[src/rtl/text_sequencer.sv]
// Walks a character string from a synchronous buffer and hands each printable
// glyph to a character renderer, tracking a text cursor with column wrap.
`ifndef X_BITES
`define X_BITES 10
`endif
`ifndef Y_BITES
`define Y_BITES 10
`endif
`ifndef SQUARE_BITES
`define SQUARE_BITES 4
`endif
`ifndef CHAR_BITES
`define CHAR_BITES 8
`endif

module text_sequencer #(
    parameter int MAX_LEN   = 64,
    parameter int COL_PITCH = 6,
    parameter int ROW_PITCH = 8,
    localparam int ADDR_W   = $clog2(MAX_LEN)
) (
    input  logic                     clock,
    input  logic                     resetn,
    input  logic                     start,
    input  logic                     abort,
    input  logic [ADDR_W:0]          text_len,
    input  logic [`X_BITES-1:0]      base_x,
    input  logic [`Y_BITES-1:0]      base_y,
    input  logic [`SQUARE_BITES-1:0] size,
    input  logic [7:0]               cols_per_line,
    input  logic [7:0]               max_rows,
    output logic [ADDR_W-1:0]        mem_addr,
    input  logic [`CHAR_BITES-1:0]   mem_data,
    output logic [`CHAR_BITES-1:0]   char_out,
    output logic [`X_BITES-1:0]      cr_origin_x,
    output logic [`Y_BITES-1:0]      cr_origin_y,
    output logic                     cr_enable,
    input  logic                     cr_finished,
    output logic                     busy,
    output logic                     done,
    output logic                     truncated
);
    localparam int XW = `X_BITES;
    localparam int YW = `Y_BITES;
    localparam int CW = `CHAR_BITES;

    typedef enum logic [2:0] {
        IDLE, FETCH, WAIT, DECODE, DRAW, RELEASE, ADVANCE, FINISH
    } state_t;

    state_t                   state;
    logic [ADDR_W:0]          idx, len_q;
    logic [XW-1:0]            bx_q, cur_x;
    logic [YW-1:0]            cur_y;
    logic [`SQUARE_BITES-1:0] size_q;
    logic [7:0]               cols_q, rows_q, col, row;
    logic                     nl, abort_q, rel_cnt;

    logic [31:0]     step_x, step_y;
    logic [8:0]      col_inc, row_inc;
    logic [ADDR_W:0] idx_inc;
    logic            wrap, is_nl, is_blank;

    // Full-width products; the cursor sums are truncated afterwards so they wrap.
    assign step_x   = 32'(size_q) * 32'(COL_PITCH);
    assign step_y   = 32'(size_q) * 32'(ROW_PITCH);
    assign col_inc  = {1'b0, col} + 9'd1;
    assign row_inc  = {1'b0, row} + 9'd1;
    assign idx_inc  = idx + {{ADDR_W{1'b0}}, 1'b1};
    assign wrap     = nl || (col_inc >= {1'b0, cols_q});
    assign is_nl    = (mem_data == CW'(8'h0A));
    assign is_blank = (mem_data <= CW'(8'h20));

    always_ff @(posedge clock or negedge resetn) begin
        if (!resetn) begin
            state       <= IDLE;
            idx         <= '0;
            len_q       <= '0;
            bx_q        <= '0;
            cur_x       <= '0;
            cur_y       <= '0;
            size_q      <= '0;
            cols_q      <= '0;
            rows_q      <= '0;
            col         <= '0;
            row         <= '0;
            nl          <= 1'b0;
            abort_q     <= 1'b0;
            rel_cnt     <= 1'b0;
            mem_addr    <= '0;
            char_out    <= '0;
            cr_origin_x <= '0;
            cr_origin_y <= '0;
            cr_enable   <= 1'b0;
            busy        <= 1'b0;
            done        <= 1'b0;
            truncated   <= 1'b0;
        end else begin
            done <= 1'b0;
            case (state)
                IDLE: begin
                    if (start && !abort) begin
                        len_q     <= text_len;
                        bx_q      <= base_x;
                        cur_x     <= base_x;
                        cur_y     <= base_y;
                        size_q    <= size;
                        cols_q    <= cols_per_line;
                        rows_q    <= max_rows;
                        idx       <= '0;
                        col       <= '0;
                        row       <= '0;
                        truncated <= 1'b0;
                        abort_q   <= 1'b0;
                        busy      <= 1'b1;
                        state     <= (text_len == '0) ? FINISH : FETCH;
                    end
                end
                FETCH: begin
                    mem_addr <= idx[ADDR_W-1:0];
                    state    <= abort ? FINISH : WAIT;
                end
                WAIT: state <= abort ? FINISH : DECODE;
                DECODE: begin
                    if (abort) begin
                        state <= FINISH;
                    end else begin
                        char_out <= mem_data;
                        nl       <= is_nl;
                        if (is_blank) begin
                            state <= ADVANCE;
                        end else begin
                            cr_origin_x <= cur_x;
                            cr_origin_y <= cur_y;
                            cr_enable   <= 1'b1;
                            state       <= DRAW;
                        end
                    end
                end
                DRAW: begin
                    // Abort cannot cut a glyph short; it is remembered until the renderer is released.
                    if (abort) abort_q <= 1'b1;
                    if (cr_finished) begin
                        cr_enable <= 1'b0;
                        rel_cnt   <= 1'b0;
                        state     <= RELEASE;
                    end
                end
                RELEASE: begin
                    if (abort) abort_q <= 1'b1;
                    if (rel_cnt) state <= (abort_q || abort) ? FINISH : ADVANCE;
                    else         rel_cnt <= 1'b1;
                end
                ADVANCE: begin
                    if (abort) begin
                        state <= FINISH;
                    end else begin
                        idx <= idx_inc;
                        if (wrap) begin
                            col   <= '0;
                            cur_x <= bx_q;
                            row   <= row_inc[7:0];
                            cur_y <= YW'(32'(cur_y) + step_y);
                        end else begin
                            col   <= col_inc[7:0];
                            cur_x <= XW'(32'(cur_x) + step_x);
                        end
                        if (idx_inc == len_q) begin
                            state <= FINISH;
                        end else if (wrap && row_inc == {1'b0, rows_q}) begin
                            truncated <= 1'b1;
                            state     <= FINISH;
                        end else begin
                            state <= FETCH;
                        end
                    end
                end
                FINISH: begin
                    done  <= 1'b1;
                    busy  <= 1'b0;
                    state <= IDLE;
                end
                default: state <= IDLE;
            endcase
        end
    end
endmodule

[config.mk]
export PLATFORM = sky130hd
export DESIGN_NAME = text_sequencer
export DESIGN_NICKNAME = d
export VERILOG_FILES = /design/src/rtl/text_sequencer.sv
export SDC_FILE = /design/constraint.sdc
export NUM_CORES = 1
export LEC_CHECK = 0
export CORE_MARGIN = 3
export CORE_UTILIZATION = 50
export DETAILED_ROUTE_END_ITERATION = 10
export PLACE_DENSITY = 0.73
export SETUP_SLACK_MARGIN = 0.1
export SLEW_MARGIN = 20
export SYNTH_ARGS = -nofsm -noshare
export SYNTH_HDL_FRONTEND = slang
export SYNTH_SLANG_ARGS = --single-unit
export TNS_END_PERCENT = 5
[constraint.sdc]
create_clock -name clock -period 3 [get_ports clock]
set_input_delay 0.45 -clock clock [delete_from_list [all_inputs] [get_ports clock]]
set_output_delay 0.45 -clock clock [all_outputs]
set_load 0.1 [all_outputs]
==> flow_summary.toml <==
[placement]
port_buffers = 97
place.gp.congestion = 0.846
dp_hpwl_mm = 10.6

[timing]
whs_ns = 0.00327
finalMaxSlewViolations = 0
fin_crit_sh_pct = 94.9
period_needed_ns = 2.85
slew_headroom_pct = 46.3
hold_viol = 0
clock.fmax_ghz = 0.351
fin_skew_ns = 0.00645
worstMarginPinSlew_ns = 0.799
finalSetupViolCount = 0
rsz0062_at_grt = "true"

[grt]
grt_remaining_overflow = 0
track_usage_pct = 23.0
grt_pass1_vias = 5294
grt_pass1_wl_mm = 26.0
grt_max_degree = 59
antenna_found_initial = 0

[clocking]
cts.sinks = 124
clkLatencyLatePin_ns = 0.42
clkSlewWorstSetupHoldPaths_ns = 0.05
cts_buffers = 17
clk_path_buf_depth = 2
cts_tree = "yes"
htree_num_levels = 4
cts-root-buf = "clkbuf_16"

[synthesis]
netlist.area_leader.share_pct = 48.8
synth.most_common_cell = "nand2_1"
ys_async_sr_fraction_pct = 100
synth_common_cells = "nand2_1, dfrtp_1, o21ai_0, mux2_2, a21oi_1"
ys_seq_area_share_pct = 48.8
synthCells = 668
synthTopCellsByArea = "dfrtp_1, nand2_1, ha_1"
synth_edf_count = 0
synth.largest_area_cell = "dfrtp_1"
ys_warn_count = 0
yosysUniqueCellTypes = 52
syn_area_per_cell_um2 = 9.52
yosys_most_used_dff = "dfrtp_1"
syn_area_mm2 = 0.00636
synth_seq_cells = 124
synth_nets = 756

[final_layout]
num-fill-cells = 973
insertedDiodeCount = 0
drive_gt1_share_pct = 17.6
layout.nets = 861
area_delta_synth_final_pct = 29.5

[critical_path]
required_ns = 3.30
cp_top_family = "compound AO/OA/AOI/OAI gates"
worstSetupPathType = "flop to flop"
crit_path_end_kind = "flop"
crit_chain = "and3_4 -> and3_4 -> nand3_2 -> xnor2_2 -> ha_1 -> nand3_2 -> o221ai_2 -> a31oi_2 -> o31ai_4 -> a21oi_4 -> buf_12 -> a31o_2 -> mux2_2"
slowest_stage = "dfrtp_1"
critPathBufInv = 1
cp.arrival_ns = 3.15
start_kind = "flop"
slowest_delay_ns = 0.37
path_max_fanout = 12

[floorplan]
core_mm2 = 0.0122
ios = 98
die_x_um = 119
die_height_um = 119
start_util_pct = 52.1
die_area_mm2 = 0.0141
num_rows = 40

[pwr]
vdd.ir_drop.worst_uv = 692
p_total_uw = 9700
power_leakage_uw = 0.00393
power.density_mw_per_mm2 = 1180

[route]
dr.pass1.iters = 5
wire_per_inst_um = 16.5
antenna_left = 0
viasPerCell = 5.48
wirelength_mm = 15.7
drt_iter0_markers = 380
vias = 5222
route.detailed.drc = 0

[status]
outcome = "completed"

[min_path]
hp-class = "input port to asynchronous set/reset pin"

[job]
cap_viol_max_count = 0
==> layer usage <==
layer	share of wire (%)	GRT usage, %	up-vias	wire, µm
met5	0	0	-	0
met4	1.8	7.82	0	280
met3	6.0	6.17	22	941
met2	48	36.9	173	7480
met1	45	30.3	2513	7020
li1	-	-	2514	-
==> layout by cell type (no fill, tap or decap), drive strengths merged, types with 12 or more instances in the layout <==
| cell type | netlist | final |
|---|---|---|
| clkbuf | 20 | 26 |
| dfrtp | 124 | 124 |
| clkdlybuf4s50 | 0 | 58 |
| mux2 | 27 | 27 |
| xnor2 | 22 | 22 |
| nand3 | 19 | 19 |
| and3 | 12 | 12 |
| inv | 22 | 22 |
| o21ai | 54 | 54 |
| a21oi | 26 | 26 |
| nor2 | 23 | 23 |
| nand2 | 159 | 159 |
| ha | 25 | 25 |
| buf | 13 | 60 |
==> sequential cells by signal, indices dropped and copies added (netlist names), 3 cells and up <==
| register | count |
|---|---|
| cur_y | 10 |
| bx_q | 10 |
| row | 8 |
| cr_origin_x | 10 |
| size_q | 4 |
| mem_addr | 6 |
| state | 3 |
| cr_origin_y | 10 |
| cur_x | 10 |
| cols_q | 8 |
| rows_q | 8 |
| len_q | 7 |
| idx | 7 |
| char_out | 8 |
| col | 8 |
==> report_power, final <==
part | switching, µW | internal (µW)
logic | 3100 | 1640
clock network | 704 | 1410
registers | 535 | 2320
==> path summary, 6_finish.rpt <==
kind,from,slack [ns],depth (start not counted),endpoint
hold / removal,resetn,0.003,1,char_out[5]$_DFFE_PN0P_
setup / recovery,col[2]$_DFFE_PN0P_,0.15,13,row[6]$_DFFE_PN0P_
setup reg to reg,col[2]$_DFFE_PN0P_,0.15,13,row[6]$_DFFE_PN0P_
max in group asynchronous,resetn,2.22,2,cr_origin_x[1]$_DFFE_PN0P_
hold reg to reg,char_out[6]$_DFFE_PN0P_,0.47,2,char_out[6]$_DFFE_PN0P_
min in group clock,char_out[6]$_DFFE_PN0P_,0.47,2,char_out[6]$_DFFE_PN0P_
==> cells by family after synthesis <==
group	Yosys count	synth area share, %
compound gates	141	13.9
xor+xnor	32	4.41
fa+ha+maj	28	5.86
buf+inv	55	3.56
flops	124	48.8
mux	37	6.36
simple gates	251	17.1
==> through the flow <==
step	setup TNS, ns	area (µm²)	worst slack, ns	cells	utilization, %
4_1_cts	0	8110	0.108	948	66.4
6_report	0	8230	0.154	953	67.4
3_5_place_dp	-0.144	7450	-0.125	914	61.0
3_3_place_gp	0	7450	0.0322	914	61.0
2_1_floorplan	0	6360	0.413	668	-
5_1_grt	0	8230	0.0442	953	67.4
==> cell type report <==
type / count / area [µm²] / share of cell area (%)
clock inverter: 6 / 108 / 1.31
inverter: 22 / 82.6 / 1.00
timing repair buffer: 119 / 1110 / 13.5
clock buffer: 25 / 505 / 6.14
sequential: 124 / 3100 / 37.7
tap: 168 / 210 / 2.55
multi-input combinational: 489 / 3110 / 37.8
==> repair_timing <==
item	CTS	global route
hold buffers	0	0
buffers inserted	3	4
endpoints found under the hold margin	0	0
endpoints found under the setup margin	20	35
cloned	0	1
pin swaps	0	6
resized for setup	4	14
Note: power is estimated with default switching activity, not from simulation.
